--- config.mk ---
export PLATFORM = sky130hd
export DESIGN_NAME = orbit_controller_flat
export DESIGN_NICKNAME = d
export VERILOG_FILES = /design/src/rtl/orbit_pkg.sv /design/src/rtl/orbit_controller_if.sv /design/src/rtl/orbit_trig_lut.sv /design/src/rtl/orbit_controller.sv /design/src/flat_wrapper.sv
export SDC_FILE = /design/constraint.sdc
export NUM_CORES = 1
export LEC_CHECK = 0
export BUFFER_PORTS_ARGS = -buffer_cell sky130_fd_sc_hd__buf_2
export CAP_MARGIN = 30
export CORE_UTILIZATION = 24
export DETAILED_ROUTE_END_ITERATION = 6
export SLEW_MARGIN = 20
export SYNTH_ARGS = -nofsm -noshare
export SYNTH_HDL_FRONTEND = slang
export SYNTH_SLANG_ARGS = --single-unit
export TNS_END_PERCENT = 30
--- constraint.sdc ---
create_clock -name frame_clk -period 6.9 [get_ports frame_clk]
set_input_delay 1.38 -clock frame_clk [delete_from_list [all_inputs] [get_ports frame_clk]]
set_output_delay 1.38 -clock frame_clk [all_outputs]
set_load 0.03 [all_outputs]
--- src/rtl/orbit_pkg.sv ---
// ----------------------------------------------------------------------------
// orbit_pkg
//   Shared types and constants for the orbit game sequencer.
//   - game_state_t : sequencer state, encoding visible on the game_state output
//   - COL_*        : colour codes driven to the colour mapper
//   - QSIN         : quarter-wave sine table, QSIN[k] = round(256*sin(k*5.625 deg))
//   - BALL_SIZE    : constant ball size reported to the renderer
// ----------------------------------------------------------------------------
package orbit_pkg;

    typedef enum logic [1:0] {
        ST_IDLE = 2'd0,
        ST_PLAY = 2'd1,
        ST_HIT  = 2'd2,
        ST_OVER = 2'd3
    } game_state_t;

    localparam logic [1:0] COL_BLUE = 2'b00;
    localparam logic [1:0] COL_RED  = 2'b01;
    localparam logic [1:0] COL_DEAD = 2'b10;

    localparam logic [9:0] BALL_SIZE = 10'd4;

    // 9 bits so that the full-scale entry (256) is representable.
    localparam logic [8:0] QSIN [0:16] = '{
        9'd0,   9'd25,  9'd50,  9'd74,  9'd98,  9'd121, 9'd142, 9'd162, 9'd181,
        9'd198, 9'd213, 9'd226, 9'd237, 9'd245, 9'd251, 9'd255, 9'd256
    };

endpackage

--- src/rtl/orbit_controller_if.sv ---
// ----------------------------------------------------------------------------
// orbit_controller_if
//   Bundles the keyboard/collision inputs and the ball/game outputs of the
//   orbit sequencer.
//   master : keyboard + collision side (drives keycode, hit_red, hit_blue)
//   slave  : orbit_controller (drives ball centres, colours, lives, state, phase)
// ----------------------------------------------------------------------------
interface orbit_controller_if;
    import orbit_pkg::*;

    logic [7:0]  keycode;
    logic        hit_red;
    logic        hit_blue;
    logic [9:0]  RedX;
    logic [9:0]  RedY;
    logic [9:0]  BlueX;
    logic [9:0]  BlueY;
    logic [9:0]  BallS;
    logic [1:0]  RedColor;
    logic [1:0]  BlueColor;
    logic [1:0]  lives;
    game_state_t game_state;
    logic [5:0]  phase;

    modport master (
        output keycode, hit_red, hit_blue,
        input  RedX, RedY, BlueX, BlueY, BallS,
        input  RedColor, BlueColor, lives, game_state, phase
    );

    modport slave (
        input  keycode, hit_red, hit_blue,
        output RedX, RedY, BlueX, BlueY, BallS,
        output RedColor, BlueColor, lives, game_state, phase
    );
endinterface

--- src/rtl/orbit_trig_lut.sv ---
// ----------------------------------------------------------------------------
// orbit_trig_lut
//   Combinational phase -> (dx, dy) offset for a point on a circle of radius
//   RADIUS. 64 phase steps per revolution; dx = R*cos, dy = R*sin, using
//   quadrant symmetry over the quarter-wave table QSIN.
//   Ports:
//     i_phase  in   6   orbit phase
//     o_dx     out  10  signed X offset (two's complement)
//     o_dy     out  10  signed Y offset (two's complement)
// ----------------------------------------------------------------------------
module orbit_trig_lut
    import orbit_pkg::*;
#(
    parameter int RADIUS = 60
) (
    input  logic        [5:0] i_phase,
    output logic signed [9:0] o_dx,
    output logic signed [9:0] o_dy
);

    logic [1:0]  w_quad;
    logic [4:0]  w_k;
    logic [4:0]  w_idx_sin;
    logic [4:0]  w_idx_cos;
    logic        w_neg_sin;
    logic        w_neg_cos;
    logic [15:0] w_prod_sin;
    logic [15:0] w_prod_cos;
    logic [9:0]  w_mag_sin;
    logic [9:0]  w_mag_cos;

    always_comb begin
        w_quad = i_phase[5:4];
        w_k    = {1'b0, i_phase[3:0]};

        // Odd quadrants run the table backwards; sin/cos swap roles there.
        w_idx_sin = w_quad[0] ? (5'd16 - w_k) : w_k;
        w_idx_cos = w_quad[0] ? w_k : (5'd16 - w_k);

        // sin is negative in quadrants 2,3; cos in quadrants 1,2.
        w_neg_sin = w_quad[1];
        w_neg_cos = w_quad[1] ^ w_quad[0];

        // RADIUS <= 127 and QSIN <= 256 keep the product inside 16 bits.
        w_prod_sin = 16'(RADIUS) * {7'd0, QSIN[w_idx_sin]};
        w_prod_cos = 16'(RADIUS) * {7'd0, QSIN[w_idx_cos]};

        w_mag_sin = {2'b00, w_prod_sin[15:8]};
        w_mag_cos = {2'b00, w_prod_cos[15:8]};

        o_dy = w_neg_sin ? -$signed(w_mag_sin) : $signed(w_mag_sin);
        o_dx = w_neg_cos ? -$signed(w_mag_cos) : $signed(w_mag_cos);
    end

endmodule

--- src/rtl/orbit_controller.sv ---
// ----------------------------------------------------------------------------
// orbit_controller
//   Per-frame game sequencer for the red/blue balls orbiting a common centre.
//   Decodes the keycode into rotation, keeps the 6-bit orbit phase, produces
//   both ball centres (blue is half a turn ahead of red), colours, lives and
//   the game state.
//   Ports:
//     Reset      in   1   asynchronous, active-high reset
//     frame_clk  in   1   one rising edge per video frame
//     bus        slave modport of orbit_controller_if
//                  keycode/hit_red/hit_blue in; RedX/RedY/BlueX/BlueY/BallS,
//                  RedColor/BlueColor, lives, game_state, phase out
// ----------------------------------------------------------------------------
module orbit_controller
    import orbit_pkg::*;
#(
    parameter int         CENTER_X   = 320,
    parameter int         CENTER_Y   = 360,
    parameter int         RADIUS     = 60,
    parameter int         STEP       = 1,
    parameter int         HIT_FRAMES = 60,
    parameter int         LIVES      = 3,
    parameter logic [7:0] KEY_CW     = 8'h07,
    parameter logic [7:0] KEY_CCW    = 8'h04,
    parameter logic [7:0] KEY_START  = 8'h2C
) (
    input  logic               Reset,
    input  logic               frame_clk,
    orbit_controller_if.slave  bus
);

    localparam int CNT_W = $clog2(HIT_FRAMES + 1);

    game_state_t       r_state;
    logic [5:0]        r_phase;
    logic [CNT_W-1:0]  r_hit_cnt;
    logic [1:0]        r_lives;
    logic [1:0]        r_red_color;
    logic [1:0]        r_blue_color;
    logic [9:0]        r_red_x;
    logic [9:0]        r_red_y;
    logic [9:0]        r_blue_x;
    logic [9:0]        r_blue_y;

    logic              w_any_hit;
    logic              w_hit_expire;
    logic [5:0]        w_phase_next;
    logic [5:0]        w_lut_phase [2];
    logic signed [9:0] w_dx [2];
    logic signed [9:0] w_dy [2];

    assign w_any_hit    = bus.hit_red | bus.hit_blue;
    assign w_hit_expire = (r_hit_cnt == CNT_W'(HIT_FRAMES - 1));

    // Next phase is computed combinationally so the ball centres can be
    // registered from it and move on the same edge as the phase output.
    always_comb begin
        w_phase_next = r_phase;
        case (r_state)
            ST_IDLE: w_phase_next = 6'd0;
            ST_PLAY: begin
                // A hit freezes the phase on the hit edge, rotation key or not.
                if (!w_any_hit) begin
                    if (bus.keycode == KEY_CW)
                        w_phase_next = r_phase + 6'(STEP);
                    else if (bus.keycode == KEY_CCW)
                        w_phase_next = r_phase - 6'(STEP);
                end
            end
            ST_HIT:  if (w_hit_expire) w_phase_next = 6'd0;
            ST_OVER: w_phase_next = 6'd0;
        endcase
    end

    // Index 0 = red ball, index 1 = blue ball (half a revolution ahead).
    assign w_lut_phase[0] = w_phase_next;
    assign w_lut_phase[1] = w_phase_next + 6'd32;

    for (genvar gi = 0; gi < 2; gi++) begin : g_ball
        orbit_trig_lut #(
            .RADIUS (RADIUS)
        ) u_lut (
            .i_phase (w_lut_phase[gi]),
            .o_dx    (w_dx[gi]),
            .o_dy    (w_dy[gi])
        );
    end

    always_ff @(posedge frame_clk or posedge Reset) begin
        if (Reset) begin
            r_state      <= ST_IDLE;
            r_phase      <= 6'd0;
            r_hit_cnt    <= '0;
            r_lives      <= 2'(LIVES);
            r_red_color  <= COL_RED;
            r_blue_color <= COL_BLUE;
            r_red_x      <= 10'(CENTER_X + RADIUS);
            r_red_y      <= 10'(CENTER_Y);
            r_blue_x     <= 10'(CENTER_X - RADIUS);
            r_blue_y     <= 10'(CENTER_Y);
        end else begin
            r_phase  <= w_phase_next;
            r_red_x  <= 10'(CENTER_X) + $unsigned(w_dx[0]);
            r_red_y  <= 10'(CENTER_Y) + $unsigned(w_dy[0]);
            r_blue_x <= 10'(CENTER_X) + $unsigned(w_dx[1]);
            r_blue_y <= 10'(CENTER_Y) + $unsigned(w_dy[1]);

            case (r_state)
                ST_IDLE: begin
                    if (bus.keycode == KEY_START)
                        r_state <= ST_PLAY;
                end
                ST_PLAY: begin
                    if (w_any_hit) begin
                        r_state   <= ST_HIT;
                        r_hit_cnt <= '0;
                        // One life per hit event, even if both balls are hit.
                        r_lives   <= r_lives - 2'd1;
                        if (bus.hit_red)  r_red_color  <= COL_DEAD;
                        if (bus.hit_blue) r_blue_color <= COL_DEAD;
                    end
                end
                ST_HIT: begin
                    if (w_hit_expire) begin
                        r_state      <= (r_lives == 2'd0) ? ST_OVER : ST_IDLE;
                        r_hit_cnt    <= '0;
                        r_red_color  <= COL_RED;
                        r_blue_color <= COL_BLUE;
                    end else begin
                        r_hit_cnt <= r_hit_cnt + 1'b1;
                    end
                end
                ST_OVER: begin
                    r_red_color  <= COL_RED;
                    r_blue_color <= COL_BLUE;
                    if (bus.keycode == KEY_START) begin
                        r_state <= ST_IDLE;
                        r_lives <= 2'(LIVES);
                    end
                end
            endcase
        end
    end

    assign bus.RedX       = r_red_x;
    assign bus.RedY       = r_red_y;
    assign bus.BlueX      = r_blue_x;
    assign bus.BlueY      = r_blue_y;
    assign bus.BallS      = BALL_SIZE;
    assign bus.RedColor   = r_red_color;
    assign bus.BlueColor  = r_blue_color;
    assign bus.lives      = r_lives;
    assign bus.game_state = r_state;
    assign bus.phase      = r_phase;

endmodule

--- src/flat_wrapper.sv ---
// flat-port wrapper written by rule: the top's interface ports become plain ports
module orbit_controller_flat import orbit_pkg::*;
#(
    parameter int         CENTER_X   = 320,
    parameter int         CENTER_Y   = 360,
    parameter int         RADIUS     = 60,
    parameter int         STEP       = 1,
    parameter int         HIT_FRAMES = 60,
    parameter int         LIVES      = 3,
    parameter logic [7:0] KEY_CW     = 8'h07,
    parameter logic [7:0] KEY_CCW    = 8'h04,
    parameter logic [7:0] KEY_START  = 8'h2C
)
  (Reset, frame_clk, bus_keycode, bus_hit_red, bus_hit_blue, bus_RedX, bus_RedY, bus_BlueX, bus_BlueY, bus_BallS, bus_RedColor, bus_BlueColor, bus_lives, bus_game_state, bus_phase);
  orbit_controller_if bus_i ();
  input  logic Reset;
  input  logic frame_clk;
  input wire logic [$bits(bus_i.keycode)-1:0] bus_keycode;
  input wire logic [$bits(bus_i.hit_red)-1:0] bus_hit_red;
  input wire logic [$bits(bus_i.hit_blue)-1:0] bus_hit_blue;
  output wire logic [$bits(bus_i.RedX)-1:0] bus_RedX;
  output wire logic [$bits(bus_i.RedY)-1:0] bus_RedY;
  output wire logic [$bits(bus_i.BlueX)-1:0] bus_BlueX;
  output wire logic [$bits(bus_i.BlueY)-1:0] bus_BlueY;
  output wire logic [$bits(bus_i.BallS)-1:0] bus_BallS;
  output wire logic [$bits(bus_i.RedColor)-1:0] bus_RedColor;
  output wire logic [$bits(bus_i.BlueColor)-1:0] bus_BlueColor;
  output wire logic [$bits(bus_i.lives)-1:0] bus_lives;
  output wire logic [$bits(bus_i.game_state)-1:0] bus_game_state;
  output wire logic [$bits(bus_i.phase)-1:0] bus_phase;
  assign bus_i.keycode = bus_keycode;
  assign bus_i.hit_red = bus_hit_red;
  assign bus_i.hit_blue = bus_hit_blue;
  assign bus_RedX = bus_i.RedX;
  assign bus_RedY = bus_i.RedY;
  assign bus_BlueX = bus_i.BlueX;
  assign bus_BlueY = bus_i.BlueY;
  assign bus_BallS = bus_i.BallS;
  assign bus_RedColor = bus_i.RedColor;
  assign bus_BlueColor = bus_i.BlueColor;
  assign bus_lives = bus_i.lives;
  assign bus_game_state = bus_i.game_state;
  assign bus_phase = bus_i.phase;
  orbit_controller #(.CENTER_X(CENTER_X), .CENTER_Y(CENTER_Y), .RADIUS(RADIUS), .STEP(STEP), .HIT_FRAMES(HIT_FRAMES), .LIVES(LIVES), .KEY_CW(KEY_CW), .KEY_CCW(KEY_CCW), .KEY_START(KEY_START)) u_core (.Reset(Reset), .frame_clk(frame_clk), .bus(bus_i));
endmodule
==> results_dict.tcl, run 1 <==
set metrics [dict create \
    worst_setup_path_end_kind "register" \
    min_from "u_core.bus.RedColor[1]" \
    cts_sinks 57 \
    slowest_stage "or4b_4" \
    crit_buf_inv 5 \
    synth_ff_type "dfrtp_1" \
    ys_warn_count 0 \
    hold_path.class "reg -> reg" \
    fp.dieH_microns 157 \
    cp_max_fo 4 \
    fmax_ghz 0.138 \
    ys_top_cells_by_area "dfrtp_1, ha_1, dfstp_2" \
    gp_congestion 0.858 \
    via_count 5617 \
    clkLatencyLatePin_ps 330 \
    hold_viol_final 0 \
    p_per_area_nw_per_um2 236 \
    synth_top_area_share_pct 16.5 \
    drc_errors 0 \
    grt_pass1_wl_mm 25.2 \
    htreeDepth 3 \
    syn-cell-area_sq_um 5760 \
    grt_max_degree 58 \
    cts_made_buffers 9 \
    initial_core_util_pct 24.5 \
    final_cells 1228 \
    reg2reg_slack_ps 170 \
    ant_nets 0 \
    cp.arrival_ps 7490 \
    drv_cap 0 \
    pre_cts_ws_ps -813 \
    nFillCells 2370 \
    fin_skew_ps 8.76 \
    worst_r2r_path_depth 28 \
    synthCells 651 \
    placementRows 56 \
    holdPathStages 2 \
    power_leakage_nw 4.18 \
    overflow 0 \
    path_clk_slew_ps 60 \
    setup_viol 15 \
    core_area_sq_um 23500 \
    die-width_microns 157 \
    drive_gt1_share_pct 45.5 \
    first_pass_iters 5 \
    tightest_slew_ps 1020 \
    cts_tree "yes" \
    ys_seq_area_share_pct 25.2 \
    yosys_register_bits 57 \
    worst_setup_path_start_kind "input pin" \
    antenna_cells 0 \
    synth_cell_types 78 \
    violations "negative setup slack" \
    root_buffer "clkbuf_16" \
    grt_pass1_vias 5402 \
    crit_type "in -> reg" \
    grt_setup_unrepaired "true" \
    area_growth_pct 52.2 \
    dieArea_sq_um 24600 \
    slew_headroom_pct 31.3 \
    dpl.hpwl_mm 11.7 \
    via_per_inst 4.57 \
    peakVddDrop_v 0.000115 \
    clockBufferDepth 2 \
    routedWlPerCell_microns 12.5 \
    avgSynthCellArea_sq_um 8.85 \
    slew_violations 0 \
    r2r-end "u_core.bus.BlueX[8]" \
    min_period_over_period_pct 105 \
    num_io_pins 76 \
    port_buffers 64 \
    final_nets 994 \
    r2r_start "u_core.r_hit_cnt[0]" \
    synth-edff-count 0 \
    grtUsageTotal_pct 12.5 \
    dp_cells 1190 \
    finalWirelength_mm 15.4 \
    fin_crit_ps 7240 \
    required_ps 7160 \
    synth_area_leader_cell "dfrtp_1" \
    min_to "u_core.bus.RedColor[1]" \
    antenna_found_initial 0 \
    initialDrtViolationCount 238 \
    crit_family "simple AND/OR/NAND/NOR gates" \
    slowest_delay_ps 570 \
    async_flop_share_pct 100 \
    worst_slack_ps -338 \
    status "finished, violations left" \
]
-- registers in the layout (all words and copies together) (netlist names) --
register / count
u_core.bus.BlueX: 9
u_core.r_hit_cnt: 6
u_core.bus.RedX: 10
u_core.bus.BlueColor: 1
u_core.bus.phase: 6
u_core.bus.BlueY: 9
u_core.bus.RedY: 10
u_core.bus.RedColor: 2
u_core.bus.lives: 2
u_core.bus.game_state: 2
-- placed cells by master, fill, tap and decap left out, types with 5 or more instances in the layout --
cell type and instances:
buf_4 188, buf_2 62, inv_1 59, nand2_1 50, nor2_1 43, ha_1 41
dfrtp_1 38, xnor2_1 28, fa_1 23, a21oi_1 22, o21ai_0 21, dfstp_2 19
nand3_1 18, a31oi_1 11, conb_1 11, xnor2_2 10, buf_6 10, a21o_1 9
xor2_1 9, clkbuf_16 9, and2_1 8, or2_2 8, ha_4 8, a21oi_2 7
nor3_2 7, nor3_1 7, inv_2 6, mux2i_1 6, ha_2 6, nand4_1 5
o211ai_1 5, nor4_1 5, a211oi_1 5
-- metrics by stage --
stage / power (mW) / util, % / cell area, sq um / hold slack [ps] / TNS (ps)
6_report: 2.07 / 37.3 / 8770 / 476 / -2480
2_1_floorplan: 1.14 / - / 5980 / 465 / -10460
3_3_place_gp: 1.51 / 33.5 / 7880 / 465 / -9190
4_1_cts: 2.04 / 35.9 / 8460 / 481 / -2490
5_1_grt: 2.21 / 37.3 / 8770 / 529 / -7900
3_5_place_dp: 1.53 / 33.5 / 7880 / 469 / -12330
-- where the power goes --
part	leakage (nW)	internal, mW	switching (mW)
Clock	0.138	0.282	0.174
Sequential	0.712	0.423	0.0363
Combinational	3.33	0.527	0.627
Total	4.18	1.23	0.838
-- cell usage after synthesis (4+ instances only) --
cell      instances
a31oi_1          14
a211oi_1          6
nand4_1           5
nor2b_1           5
ha_1             55
nor2_1           46
a21oi_1          30
o21a_1            4
o211ai_1          5
and2_1            9
nand3_1          20
dfstp_2          19
o21ai_0          26
nand2_1          54
a221o_1           4
or4_1             4
o22ai_1           4
nor3_1           14
mux2_2            4
buf_4            13
clkbuf_1         12
inv_1            64
nor3b_1           4
fa_1             23
dfrtp_1          38
xor2_1            9
nand2b_1          4
o211a_1           5
or2_2             8
o31ai_1           4
nor4_1            7
xnor2_1          37
mux2i_1           9
a21o_1            9
a221oi_1          4
-- cells by family (layout without fill, tap and decap cells) --
kind of cell / after synthesis / after routing / synth area share [%]
other cells: 2 / 11 / 0.130
fa+ha+maj: 78 / 78 / 19.9
flops: 57 / 57 / 25.2
mux: 14 / 14 / 2.74
buf+inv: 96 / 345 / 7.21
simple gates: 200 / 200 / 17.9
xor+xnor: 48 / 48 / 7.56
compound gates: 156 / 156 / 19.3
-- worst reg2reg max path, delay by kind of cell, from the launching register on --
| family | cells | cell delay (ps) |
|---|---|---|
| AOI/OAI and AO/OA | 5 | 1040 |
| xor gates and xnor gates | 1 | 130 |
| adders and majority gates | 7 | 2170 |
| buffers and inverters | 5 | 630 |
| DFF | 1 | 400 |
| muxes | 1 | 530 |
| and+or+nand+nor | 9 | 1760 |
-- timing repair --
action,CTS,global route
hold buffers,0,0
buffers inserted,15,6
gates resized for setup,36,43
endpoints found under the setup margin,18,26
pin swaps,17,11
-- metal layers --
metal	up-vias	GRT usage (%)	share of wire (%)
li1	2799	-	-
met1	2690	15.4	45
met2	107	22.3	50
met3	21	1.46	2.9
met4	0	4.48	2.1
met5	-	0	0
-- final cells by class --
type / instances / area (sq um) / share of cell area, %
multi-input cells: 507 / 4500 / 51.3
repair buffers: 262 / 1860 / 21.2
inverters: 67 / 256 / 2.92
flip-flops and latches: 57 / 1450 / 16.5
well taps: 319 / 399 / 4.55
clock inverters: 7 / 78.8 / 0.899
clock buffers: 9 / 225 / 2.57
-- how the worst max path moves through the flow --
stage	slack, ps	cells after the start	start	endpoint
6_report	-340	27	bus_keycode[6]	u_core.bus.BlueX[8]
5_1_grt	-580	32	bus_keycode[6]	u_core.bus.BlueX[8]
4_1_cts	-310	28	bus_keycode[6]	u_core.bus.BlueX[8]
3_5_place_dp	-810	28	bus_keycode[6]	u_core.bus.BlueX[8]
3_3_place_gp	-640	28	bus_keycode[6]	u_core.bus.BlueX[8]
2_1_floorplan	-830	28	bus_keycode[6]	u_core.bus.BlueX[8]
No activity file was read; power rests on OpenSTA's default activity.
==> run 2, diff against run 1 <==
ABC_AREA = 1   (was default)
==> run 2 against run 1 <==
  * The run now ends clean
  * Sequential cell count did not move
  * Synthesized cell count rose by 25%
  * Count of clock-buffer cells in the layout rose by 4
  * Critical endpoint unchanged
  * Largest cell class unchanged
  * Highest routed layer unchanged
==> results_dict.tcl, run 2 <==
set metrics [dict create \
    status "complete, no violations" \
    min_from "u_core.bus.BlueColor[1]" \
    synth_area_leader_cell "dfrtp_1" \
    final_cell_mix "nand2_1, inv_1, buf_4" \
    ys_seq_area_share_pct 24.5 \
    synth-edff-count 0 \
    dp_cells 1258 \
    cp_max_fo 5 \
    first_pass_iters 4 \
    layout_commonest_cell "nand2_1" \
    synth_cell_types 50 \
    grt_pass1_vias 5131 \
    synthCells 812 \
    slowest_stage "fa_1" \
    routedWlPerCell_microns 9.93 \
    num_io_pins 76 \
    dpl.hpwl_mm 10.4 \
    fin_skew_ps 10.3 \
    startpoint "bus_keycode[5]" \
    synthMostInstantiatedCell "nand2_1" \
    dieArea_sq_um 25300 \
    async_flop_share_pct 100 \
    cts_made_buffers 9 \
    slowest_delay_ps 550 \
    final_nets 1039 \
    setup_viol 0 \
    post-route-cell-area_sq_um 7610 \
    clockBufferDepth 2 \
    gp_congestion 0.836 \
    initialDrtViolationCount 139 \
    syn-cell-area_sq_um 5930 \
    drv_cap 0 \
    min_period_over_period_pct 94.7 \
    r2r_start "u_core.bus.phase[0]" \
    placed_cell_area_sq_um 7060 \
    grt_pass1_wl_mm 22.3 \
    port_buffers 64 \
    hold_path.class "reg -> reg" \
    cts_sinks 57 \
    clkLatencyLatePin_ps 330 \
    required_ps 7150 \
    slew_violations 0 \
    synth_top_area_share_pct 16.0 \
    drive_gt1_share_pct 30.9 \
    grt_setup_unrepaired "true" \
    fmax_ghz 0.153 \
    via_per_inst 4.13 \
    area_growth_pct 28.4 \
    path_clk_slew_ps 50 \
    ys_top_cells_by_count "nand2_1, inv_1, nor2_1" \
    postCtsHoldBufs 0 \
    worst_slack_ps 368 \
    ant_nets 0 \
    avgSynthCellArea_sq_um 7.30 \
    die-width_microns 159 \
    drc_errors 0 \
    cts_tree "yes" \
    pre_cts_ws_ps -127 \
    final_cells 1278 \
    ys_top_cells_by_area "dfrtp_1, nand2_1, ha_1" \
    slew_headroom_pct 52.6 \
    initial_core_util_pct 24.4 \
    grt_max_degree 58 \
    synth_ff_type "dfrtp_1" \
    crit_type "in -> reg" \
    via_count 5274 \
    ys_warn_count 0 \
    antenna_found_initial 0 \
    worst_setup_path_start_kind "input pin" \
    yosys_register_bits 57 \
    cp.arrival_ps 6780 \
    fp.dieH_microns 159 \
    worst_setup_path_end_kind "register" \
    hold_ws_ps 483 \
    root_buffer "clkbuf_16" \
    antenna_cells 0 \
    finalWirelength_mm 12.7 \
    grtUsageTotal_pct 10.4 \
    htreeDepth 3 \
    placementRows 57 \
    overflow 0 \
    fin_crit_ps 6530 \
    core_area_sq_um 24200 \
    tightest_slew_ps 711 \
    hold_viol_final 0 \
]
run 2: cell types whose count changed after synthesis, sizes merged, moves of 12 or more:
cell,before,now
a31oi,14,1
inv,67,136
nand2,54,246
nand3,20,67
nor2,48,84
o21ai,27,39
xnor2,39,6
run 2: critical path: cells and delay by family:
family                   cells  cell delay [ps]
AND/OR/NAND/NOR             23             2250
AO/OA/AOI/OAI                3              420
buffers and inverters       10              830
adder cells (fa/ha/maj)      6             1900
run 2: layout make-up:
type                       count  area, sq um
inverter                     136          515
clock inverter                 3         15.0
clock buffer                  13          260
timing repair buffer         143          917
multi-input combinational    602         4050
sequential                    57         1450
fill                        2587        16600
tap                          324          405
run 2: per-stage QoR:
stage / TNS (ps) / util (%)
CTS: 0 / 30.2
global route: -156 / 31.4
detailed placement: -609 / 29.1
finish: 0 / 31.4
global placement: -92.4 / 29.1
floorplan: 0 / -
run 2: metal layers:
metal	global-route usage (%)	share of wire, %
met5	0	0
met2	19.0	50
met4	3.45	1.3
met1	12.6	46
met3	1.33	2.1
run 2: cells by family (layout without fill, tap and decap cells):
| kind of cell | Yosys count | count (layout) | share of synthesized area (%) |
|---|---|---|---|
| and+or+nand+nor | 419 | 419 | 33.2 |
| buffers and inverters | 162 | 295 | 11.9 |
| adders and majority gates | 78 | 78 | 19.4 |
| AOI/OAI and AO/OA | 75 | 75 | 7.98 |
| DFF | 57 | 57 | 24.5 |
| xor gates and xnor gates | 19 | 19 | 2.94 |
| other | 2 | 11 | 0.127 |
run 2: repair_timing:
item | 4_1_cts | 5_1_grt
gates resized for setup | 0 | 58
setup endpoints to repair | 0 | 21
buffers inserted | 0 | 4
run 2: final timing paths:
kind	endpoint	slack [ps]	cells past startpoint
worst max-delay path	u_core.bus.BlueX[8]	370	42
worst min-delay path	u_core.bus.BlueColor[1]	480	2
worst max register to register	u_core.bus.BlueX[8]	1020	37
worst min register to register	u_core.bus.BlueColor[1]	480	2
max in group asynchronous	u_core.bus.phase[5]	5170	3
min in group asynchronous	u_core.bus.BlueX[4]	1240	3
Power of run 2 is left out: the tool's default activity adds up to more than one toggle a clock period on the data nets, which glitch-free logic cannot reach.
